===== src/rtl/spi_reg_bridge_pkg.sv =====
`default_nettype none
// ============================================================================
// Package     : spi_pkg
// Description : Shared constants for the SPI front end and register bridge:
//               frame status bit positions, bridge FSM state encoding and
//               default bus widths / error data.
// Revision    : 1.0 - initial release
// ============================================================================
package spi_pkg;

   // Bus / SPI widths shared with spi_data_path
   localparam int ADDR_W_DEF = 20;
   localparam int DATA_W_DEF = 16;

   // Value returned to the SPI master when a read is aborted
   localparam logic [15:0] ERR_DATA_DEF = 16'hDEAD;

   // Frame status bit positions
   localparam int ST_WRITE = 2;
   localparam int ST_BURST = 1;

   // Bridge FSM state encoding
   localparam logic [2:0] S_IDLE         = 3'd0;
   localparam logic [2:0] S_RD_REQ       = 3'd1;
   localparam logic [2:0] S_WR_WAIT_DATA = 3'd2;
   localparam logic [2:0] S_WR_REQ       = 3'd3;
   localparam logic [2:0] S_ERR_HOLD     = 3'd4;

endpackage
`default_nettype wire


===== src/rtl/spi_reg_bridge_if.sv =====
`default_nettype none
// ============================================================================
// Interface   : spi_reg_bridge_if
// Description : Internal single-beat register bus between the SPI bridge
//               (master) and the crypto core register file (slave).
// Revision    : 1.0 - initial release
// ============================================================================
interface spi_reg_bridge_if #(
   parameter int ADDR_W = 20,
   parameter int DATA_W = 16
) ();
   logic              bus_req;
   logic              bus_we;
   logic [ADDR_W-1:0] bus_addr;
   logic [DATA_W-1:0] bus_wdata;
   logic [DATA_W-1:0] bus_rdata;
   logic              bus_ack;

   modport master (
      output bus_req, bus_we, bus_addr, bus_wdata,
      input  bus_rdata, bus_ack
   );

   modport slave (
      input  bus_req, bus_we, bus_addr, bus_wdata,
      output bus_rdata, bus_ack
   );
endinterface
`default_nettype wire


===== src/rtl/spi_reg_bridge_edge_det.sv =====
`default_nettype none
// ============================================================================
// Module      : spi_edge_det
// Description : Registered rising-edge detector. The level input is already
//               in the clk domain; the rise pulse is registered so the FSM
//               sees a clean one-cycle strobe.
// Revision    : 1.0 - initial release
// ============================================================================
module spi_edge_det (
   input  wire  clk,
   input  wire  reset_n,
   input  wire  i_level,
   output logic o_rise
);
   logic r_q;
   logic r_rise;

   // Track previous level and register the rising-edge strobe
   always_ff @(posedge clk or negedge reset_n) begin
      if (!reset_n) begin
         r_q    <= 1'b0;
         r_rise <= 1'b0;
      end else begin
         r_q    <= i_level;
         r_rise <= i_level & ~r_q;
      end
   end

   assign o_rise = r_rise;
endmodule
`default_nettype wire


===== src/rtl/spi_reg_bridge.sv =====
`default_nettype none
// ============================================================================
// Module      : spi_reg_bridge
// Description : Turns decoded SPI frames into single-beat register bus
//               transactions. Reads are prefetched on the address edge so
//               rdata is ready for MISO shift-out; writes wait for the data
//               frame. Burst frames auto-increment on every further data edge.
//               Unanswered requests are aborted after TIMEOUT cycles and flag
//               a sticky error.
// Revision    : 1.0 - initial release
// ============================================================================
module spi_reg_bridge
   import spi_pkg::*;
#(
   parameter int               ADDR_W   = ADDR_W_DEF,
   parameter int               DATA_W   = DATA_W_DEF,
   parameter int               TIMEOUT  = 255,
   parameter logic [DATA_W-1:0] ERR_DATA = ERR_DATA_DEF
) (
   input  wire                clk,
   input  wire                reset_n,
   input  wire                address_ready,
   input  wire                data_ready,
   input  wire  [ADDR_W-1:0]  addr,
   input  wire  [3:0]         status,
   input  wire  [DATA_W-1:0]  wdata,
   output logic [DATA_W-1:0]  rdata,
   output logic               busy,
   output logic               err,
   input  wire                err_clr,
   spi_reg_bridge_if.master   bus
);
   // Counter value on the last cycle a request may stay outstanding
   localparam logic [7:0] c_TMO_LAST = 8'(TIMEOUT - 1);

   logic              w_ar_rise;
   logic              w_dr_rise;
   logic [2:0]        r_state;
   logic [2:0]        w_next;
   logic [ADDR_W-1:0] r_cur_addr;
   logic              r_we;
   logic              r_burst;
   logic [DATA_W-1:0] r_wdata;
   logic [DATA_W-1:0] r_rdata;
   logic [7:0]        r_cnt;
   logic              r_err;
   logic              w_in_req;
   logic              w_expire;
   logic              w_frame_start;
   logic              w_beat;
   logic              w_bus_req;
   logic              w_bus_we;
   logic              w_busy;
   logic              w_unused_status;

   // Reserved status bits carry no meaning for the bridge
   assign w_unused_status = status[3] ^ status[0];

   spi_edge_det u_ar_edge (
      .clk     (clk),
      .reset_n (reset_n),
      .i_level (address_ready),
      .o_rise  (w_ar_rise)
   );

   spi_edge_det u_dr_edge (
      .clk     (clk),
      .reset_n (reset_n),
      .i_level (data_ready),
      .o_rise  (w_dr_rise)
   );

   assign w_in_req      = (r_state == S_RD_REQ) || (r_state == S_WR_REQ);
   // An ack on the final allowed cycle still counts as success
   assign w_expire      = w_in_req && !bus.bus_ack && (r_cnt == c_TMO_LAST);
   // A new address frame is accepted while idle or while a write waits for data
   assign w_frame_start = w_ar_rise && ((r_state == S_IDLE) || (r_state == S_WR_WAIT_DATA));
   // Follow-on burst beat; an address edge in the same cycle takes priority
   assign w_beat        = w_dr_rise && !w_ar_rise && (r_state == S_IDLE) && r_burst;

   // FSM state register
   always_ff @(posedge clk or negedge reset_n) begin
      if (!reset_n) r_state <= S_IDLE;
      else          r_state <= w_next;
   end

   // FSM next-state decode
   always_comb begin
      w_next = r_state;
      case (r_state)
         S_IDLE: begin
            if (w_ar_rise)   w_next = status[ST_WRITE] ? S_WR_WAIT_DATA : S_RD_REQ;
            else if (w_beat) w_next = r_we ? S_WR_REQ : S_RD_REQ;
         end
         S_WR_WAIT_DATA: begin
            if (w_ar_rise)      w_next = status[ST_WRITE] ? S_WR_WAIT_DATA : S_RD_REQ;
            else if (w_dr_rise) w_next = S_WR_REQ;
         end
         S_RD_REQ, S_WR_REQ: begin
            if (bus.bus_ack)   w_next = S_IDLE;
            else if (w_expire) w_next = S_ERR_HOLD;
         end
         S_ERR_HOLD: w_next = S_IDLE;
         default:    w_next = S_IDLE;
      endcase
   end

   // FSM outputs decoded from the current state
   always_comb begin
      w_bus_req = w_in_req;
      w_bus_we  = (r_state == S_WR_REQ);
      w_busy    = (r_state != S_IDLE);
   end

   // Frame context, write data, timeout counter, read data and error flag
   always_ff @(posedge clk or negedge reset_n) begin
      if (!reset_n) begin
         r_cur_addr <= '0;
         r_we       <= 1'b0;
         r_burst    <= 1'b0;
         r_wdata    <= '0;
         r_rdata    <= '0;
         r_cnt      <= '0;
         r_err      <= 1'b0;
      end else begin
         if (w_frame_start) begin
            r_cur_addr <= addr;
            r_we       <= status[ST_WRITE];
            r_burst    <= status[ST_BURST];
         end else if (w_beat) begin
            r_cur_addr <= r_cur_addr + ADDR_W'(1);
            if (r_we) r_wdata <= wdata;
         end else if ((r_state == S_WR_WAIT_DATA) && w_dr_rise) begin
            r_wdata <= wdata;
         end

         if (!w_in_req)         r_cnt <= '0;
         else if (!bus.bus_ack) r_cnt <= r_cnt + 8'd1;

         if ((r_state == S_RD_REQ) && bus.bus_ack) r_rdata <= bus.bus_rdata;
         else if ((r_state == S_RD_REQ) && w_expire) r_rdata <= ERR_DATA;

         if (w_expire)     r_err <= 1'b1;
         else if (err_clr) r_err <= 1'b0;
      end
   end

   assign bus.bus_req   = w_bus_req;
   assign bus.bus_we    = w_bus_we;
   assign bus.bus_addr  = r_cur_addr;
   assign bus.bus_wdata = r_wdata;
   assign rdata         = r_rdata;
   assign busy          = w_busy;
   assign err           = r_err;
endmodule
`default_nettype wire


===== src/flat_wrapper.sv =====
// flat-port wrapper written by rule: the top's interface ports become plain ports
module spi_reg_bridge_flat import spi_pkg::*;
#(
   parameter int               ADDR_W   = ADDR_W_DEF,
   parameter int               DATA_W   = DATA_W_DEF,
   parameter int               TIMEOUT  = 255,
   parameter logic [DATA_W-1:0] ERR_DATA = ERR_DATA_DEF
)
  (clk, reset_n, address_ready, data_ready, addr, status, wdata, rdata, busy, err, err_clr, bus_bus_req, bus_bus_we, bus_bus_addr, bus_bus_wdata, bus_bus_rdata, bus_bus_ack);
  spi_reg_bridge_if #(.ADDR_W(ADDR_W), .DATA_W(DATA_W)) bus_i ();
  input  wire clk;
  input  wire reset_n;
  input  wire address_ready;
  input  wire data_ready;
  input  wire  [ADDR_W-1:0] addr;
  input  wire  [3:0] status;
  input  wire  [DATA_W-1:0] wdata;
  output logic [DATA_W-1:0] rdata;
  output logic busy;
  output logic err;
  input  wire err_clr;
  output wire logic [$bits(bus_i.bus_req)-1:0] bus_bus_req;
  output wire logic [$bits(bus_i.bus_we)-1:0] bus_bus_we;
  output wire logic [$bits(bus_i.bus_addr)-1:0] bus_bus_addr;
  output wire logic [$bits(bus_i.bus_wdata)-1:0] bus_bus_wdata;
  input wire logic [$bits(bus_i.bus_rdata)-1:0] bus_bus_rdata;
  input wire logic [$bits(bus_i.bus_ack)-1:0] bus_bus_ack;
  assign bus_bus_req = bus_i.bus_req;
  assign bus_bus_we = bus_i.bus_we;
  assign bus_bus_addr = bus_i.bus_addr;
  assign bus_bus_wdata = bus_i.bus_wdata;
  assign bus_i.bus_rdata = bus_bus_rdata;
  assign bus_i.bus_ack = bus_bus_ack;
  spi_reg_bridge #(.ADDR_W(ADDR_W), .DATA_W(DATA_W), .TIMEOUT(TIMEOUT), .ERR_DATA(ERR_DATA)) u_core (.clk(clk), .reset_n(reset_n), .address_ready(address_ready), .data_ready(data_ready), .addr(addr), .status(status), .wdata(wdata), .rdata(rdata), .busy(busy), .err(err), .err_clr(err_clr), .bus(bus_i));
endmodule

===== config.mk =====
export PLATFORM = sky130hd
export DESIGN_NAME = spi_reg_bridge_flat
export DESIGN_NICKNAME = d
export VERILOG_FILES = /design/src/rtl/spi_reg_bridge_pkg.sv /design/src/rtl/spi_reg_bridge_if.sv /design/src/rtl/spi_reg_bridge_edge_det.sv /design/src/rtl/spi_reg_bridge.sv /design/src/flat_wrapper.sv
export SDC_FILE = /design/constraint.sdc
export NUM_CORES = 1
export LEC_CHECK = 0
export ABC_AREA = 1
export CAP_MARGIN = 20
export CORE_AREA = 3 3 90 126
export DETAILED_ROUTE_END_ITERATION = 8
export DIE_AREA = 0 0 93 129
export GPL_ROUTABILITY_DRIVEN = 0
export SLEW_MARGIN = 15
export SYNTH_ARGS = -nofsm -noshare
export SYNTH_HDL_FRONTEND = slang
export SYNTH_HIERARCHICAL = 1
export SYNTH_SLANG_ARGS = --single-unit
export TNS_END_PERCENT = 10

===== constraint.sdc =====
create_clock -name clk -period 1.6 [get_ports clk]
set_clock_uncertainty 0.1 [all_clocks]
set_input_delay 0.32 -clock clk [delete_from_list [all_inputs] [get_ports clk]]
set_output_delay 0.32 -clock clk [all_outputs]
set_load 0.01 [all_outputs]

**Word level (Yosys, flattened, before mapping)**

Cells that the tools add are included.

- Bits in registers: 70
- Logic and storage cells: 70

- Add/sub/neg operators: 2
- Eq/ne operators: 9
- Mux-type cells: 20
- Bitwise gates (word level): 5
- Reductions and logical operators: 22

Operators with widths:

| cell | count |
|---|---|
| two-way mux 16 bit | 5 |
| two-way mux 20 bit | 2 |
| adder 20 x 1 -> 20 bit (second input constant) | 1 |
| two-way mux 3 bit | 6 |
| two-way mux 8 bit | 2 |
| logical AND 1 bit | 9 |
| case mux 3 bit (3 select lines) | 1 |
| adder 8 x 1 -> 8 bit (second input constant) | 1 |
| equality test 8 bit (second input constant) | 1 |
| nonzero test 2 bit | 4 |
| equality test 3 x 2 -> 1 bit (second input constant) | 2 |
| inequality test 3 x 2 -> 1 bit (second input constant) | 2 |
| AND reduction 3 bit | 2 |
| two-way mux 2 bit | 2 |
| equality test 3 x 1 -> 1 bit (second input constant) | 1 |
| logical NOT 3 bit | 1 |
| inequality test 3 bit (second input constant) | 1 |
| NOT 1 bit | 3 |
| nonzero test 3 bit | 1 |
| bitwise AND 1 bit | 2 |
| logical NOT 1 bit | 2 |
| logical OR 1 bit | 2 |
| two-way mux 1 bit | 2 |
| inequality test 2 x 1 -> 1 bit (second input constant) | 1 |
| 2 further kinds | 2 |

**Logic depth before layout (Yosys ltp)**

Gate-level depths: netlist of the first run.

- Depth after elaboration: 7
- Mapped depth: 11

**By module**

The synthesis of the first run kept the hierarchy.

By module, submodules not included:

| module | instances | cells each | area an instance (sq um) | seq. area each (sq um) |
|---|---|---|---|---|
| spi_reg_bridge | 1 | 439 | 3,454.6 | 1,651.6 |
| spi_edge_det | 2 | 4 | 60.1 | 50.0 |

**Worst setup path before layout of the first run**

No wires, ideal clock.

- Path kind: flip-flop to flip-flop
- From: reg u_core.r_cur_addr[0], in the netlist u_core/bus.bus_addr[0]
- To: reg u_core.r_cur_addr[12], in the netlist u_core/bus.bus_addr[12]
- Setup time: 0.122 ns
- Arrival: 1.312 ns
- Required time: 1.378 ns
- Path slack: 0.065 ns
- Stages on the path, launching flop included: 9
- Period minus slack after synthesis: 1.535 ns
- Cell sequence: dfrtp_1 ha_1 nand2_1 nor2_1 nand2_1 nor2_1 or2_2 nand3_1 nand3_2

- Cells in the longest elaborated chain, start to end: 3

RTL lines:

| what | RTL line | text |
|---|---|---|
| start: declaration | spi_reg_bridge.sv:40 | `logic [ADDR_W-1:0] r_cur_addr;` |
| start signal: assignment | spi_reg_bridge.sv:127 | `r_cur_addr <= addr;` |
| start signal: assignment | spi_reg_bridge.sv:131 | `r_cur_addr <= r_cur_addr + ADDR_W'(1);` |
| adder 20 x 1 -> 20 bit | spi_reg_bridge.sv:131 |  |
| two-way mux 20 bit | spi_reg_bridge.sv:130 | `end else if (w_beat) begin` |
| two-way mux 20 bit | spi_reg_bridge.sv:126 | `if (w_frame_start) begin` |

No other way between the ends. The select of a mux whose other input is x is not followed.
A chain may end at the register's enable or synchronous reset.

**Worst setup path in the final report of the first run**

- From: reg u_core.r_state[0]
- To: out busy

- Cells in the longest elaborated chain, start to end: 1

RTL lines:

| what | RTL line | text |
|---|---|---|
| start: declaration | spi_reg_bridge.sv:38 | `logic [2:0] r_state;` |
| start signal: assignment | spi_reg_bridge.sv:84 | `else r_state <= w_next;` |
| nonzero test 3 bit | spi_reg_bridge.sv:112 | `w_busy = (r_state != S_IDLE);` |
| end: declaration | flat_wrapper.sv:19 | `output logic busy;` |

No other way between the ends.

==> impl_metrics.json, run 1 <==
{
  "cts-htree-levels": 3,
  "first_global_vias": 3553,
  "path_max_fanout": 4,
  "clockBufferDepth": 2,
  "finalCritPeriodShare": 0.9775,
  "critPathCaptureType": "output pin",
  "die_x_um": 93,
  "yosysSeqAreaShare": 0.4900,
  "drc_errors": 0,
  "grt_pass1_wl_mm": 16.57,
  "port_buffers": 115,
  "clk_pin_slew_ns": 0.05,
  "synth-async-reset-ratio": 1.000,
  "die_area_mm2": 0.01200,
  "post-route-util": 0.5152,
  "power.density_mw_per_mm2": 1649,
  "fmax_mhz": 639.4,
  "netlist_area_mm2": 0.003575,
  "num_vias": 3421,
  "drive_gt1_frac": 0.1551,
  "ios": 118,
  "synth_cell_types": 38,
  "vias_per_cell": 4.680,
  "slew_headroom": 0.7619,
  "routed_wl_mm": 10.14,
  "area_growth_pct": 49.18,
  "synth_cells": 447,
  "row_count": 44,
  "antenna_found_initial": 0,
  "critical_path_class": "reg2out",
  "cts_tree": "yes",
  "slew_viol_final": 0,
  "ys_seq_elements": 70,
  "core-area_mm2": 0.01035,
  "syn-mean-instance-area_um2": 7.997,
  "setup_viol": 0,
  "power.leakage_nw": 2.648,
  "cts_buffers": 9,
  "whs_path_depth": 1,
  "overflow": 0,
  "ys_warn_count": 6,
  "peakVddDrop_mv": 0.7378,
  "drt_iter0_drc": 92,
  "ant_nets": 0,
  "dr.pass1.iters": 4,
  "wire_per_inst_um": 13.88,
  "root_buffer": "clkbuf_16",
  "tightest_slew_ns": 0.3545,
  "die_h_um": 129,
  "cp-startpoint": "u_core/r_state[0]",
  "hpwl_mm": 7.602,
  "r2r-start": "u_core/r_state[0]",
  "regToRegEndpoint": "u_core/bus.bus_addr[14]",
  "required_ns": 1.18,
  "ys.flop_type": "dfrtp_1",
  "critPathLaunchType": "flip-flop",
  "final_nets": 653,
  "final_cell_mix": "138 x nand2_1, 62 x dfrtp_1, 58 x clkdlybuf4s50_1",
  "period_needed_ns": 1.564,
  "initial_core_util": 0.3454,
  "hold_viol_final": 0,
  "grt_max_degree": 33,
  "cap_violations": 0,
  "reg2reg_slack_ns": 0.04,
  "synthesis.nets": 512,
  "worst-r2r-cell-count": 11,
  "arrival_ns": 1.14,
  "status": "finished clean",
  "hp-class": "reg2reg",
  "critPathCapture": "busy",
  "power_mw": 8.792,
  "cts_num_sinks": 70,
  "grtUsageTotal": 0.1770,
  "clock_latency_ns": 0.33,
  "final_common_cell": "nand2_1",
  "rsz0062_at_grt": "yes",
  "n_antenna_cell": 0,
  "synth-edff-count": 0
}
[per-layer routing]
layer | GRT usage | up-vias | routed length [um] | part of all wire
met1 | 0.1967 | 1586 | 4093 | 0.40
met4 | 0.09577 | 0 | 295 | 0.029
met5 | 0 | - | 0 | 0
met2 | 0.3106 | 99 | 5242 | 0.52
li1 | - | 1716 | - | -
met3 | 0.04152 | 20 | 511 | 0.050
[timing repair]
action | 4_1_cts | 5_1_grt
resized for setup | 73 | 17
hold buffers | 1 | 0
pin swaps | 1 | 1
endpoints found under the hold margin | 22 | 0
buffers inserted | 1 | 0
endpoints found under the setup margin | 60 | 34
[report_power, final]
| part | switching (mW) | internal (mW) | leakage (nW) |
|---|---|---|---|
| Combinational | 2.04 | 1.77 | 1.66 |
| Clock | 0.723 | 1.17 | 0.142 |
| Sequential | 0.587 | 2.50 | 0.851 |
| Total | 3.35 | 5.44 | 2.65 |
[Yosys cell counts, types with 3 or more instances]
library cell / instances / area share
nor2_2: 5 / 0.0088
nand4_1: 5 / 0.0088
o211ai_1: 3 / 0.0063
nand3_1: 46 / 0.064
nand2_1: 139 / 0.15
nand2_4: 4 / 0.013
nor2_1: 38 / 0.040
buf_2: 8 / 0.011
o22ai_1: 3 / 0.0053
ha_1: 3 / 0.011
o21ai_0: 13 / 0.018
inv_1: 48 / 0.050
inv_2: 3 / 0.0031
nand2_2: 6 / 0.011
dfrtp_1: 70 / 0.49
buf_6: 3 / 0.0094
a21oi_1: 21 / 0.029
[how the worst min path moves through the flow]
stage / slack (ns) / end / start
4_1_cts: 0.30 / u_core/u_ar_edge/o_rise / u_core/u_ar_edge/r_q
5_1_grt: 0.31 / u_core/u_ar_edge/o_rise / u_core/u_ar_edge/r_q
3_5_place_dp: 0.15 / u_core/bus.bus_addr[19] / reset_n
2_1_floorplan: -0.08 / u_core/bus.bus_addr[0] / reset_n
6_report: 0.30 / u_core/u_ar_edge/o_rise / u_core/u_ar_edge/r_q
3_3_place_gp: 0.15 / u_core/bus.bus_addr[13] / reset_n
[state kept, by name, summed over array words and instances (netlist names), 3 cells and up]
register	count
u_core/bus.bus_addr	20
u_core/rdata	16
u_core/r_state	3
u_core/bus.bus_wdata	16
u_core/r_cnt	8
[stage by stage]
stage | setup TNS [ns] | instances | area [um2] | hold WS (ns) | worst slack, ns
3_5_place_dp | -1.017 | 713 | 5052 | 0.1528 | -0.1555
3_3_place_gp | -0.5558 | 713 | 5052 | 0.1527 | -0.1130
4_1_cts | -0.08019 | 731 | 5286 | 0.3033 | -0.03716
6_report | 0 | 731 | 5333 | 0.3024 | 0.03599
2_1_floorplan | 0 | 447 | 3575 | -0.07559 | 0.06548
5_1_grt | -0.4689 | 731 | 5333 | 0.3096 | -0.03846
[cell families (layout without fill, tap and decap cells)]
kind of cell,after synthesis,count (layout),synth area share
AND/OR/NAND/NOR,254,254,0.3203
adder cells (fa/ha/maj),3,3,0.01050
flip-flops,70,70,0.4900
AO/OA/AOI/OAI,52,52,0.08855
XOR/XNOR,3,3,0.007352
buffers and inverters,65,211,0.08330
[cell type report]
type	instances	area, um2
Fill cell	1071	5017
Sequential cell	70	1762
Multi-Input combinational cell	312	1564
Timing Repair Buffer	142	1338
Clock buffer	13	270.3
Inverter	53	209.0
Tap cell	138	172.7
Clock inverter	3	17.52
[critical path, cell delays in order (launching register included)]
cell     delay, ns
dfrtp_1       0.40
nor2_4        0.18
nand2_4       0.09
buf_2         0.15
No activity file was read; power rests on OpenSTA's default activity.
==> run 2, diff against run 1 <==
--- a/config.mk
+++ b/config.mk
@@ -8,6 +8,7 @@
 export ABC_AREA = 1
 export CAP_MARGIN = 20
 export CORE_AREA = 3 3 90 126
+export CTS_CLUSTER_SIZE = 24
 export DETAILED_ROUTE_END_ITERATION = 8
 export DIE_AREA = 0 0 93 129
 export GPL_ROUTABILITY_DRIVEN = 0
==> results of run 2 <==
Same layout as run 1: the final DEF is identical, and so are final timing and power.
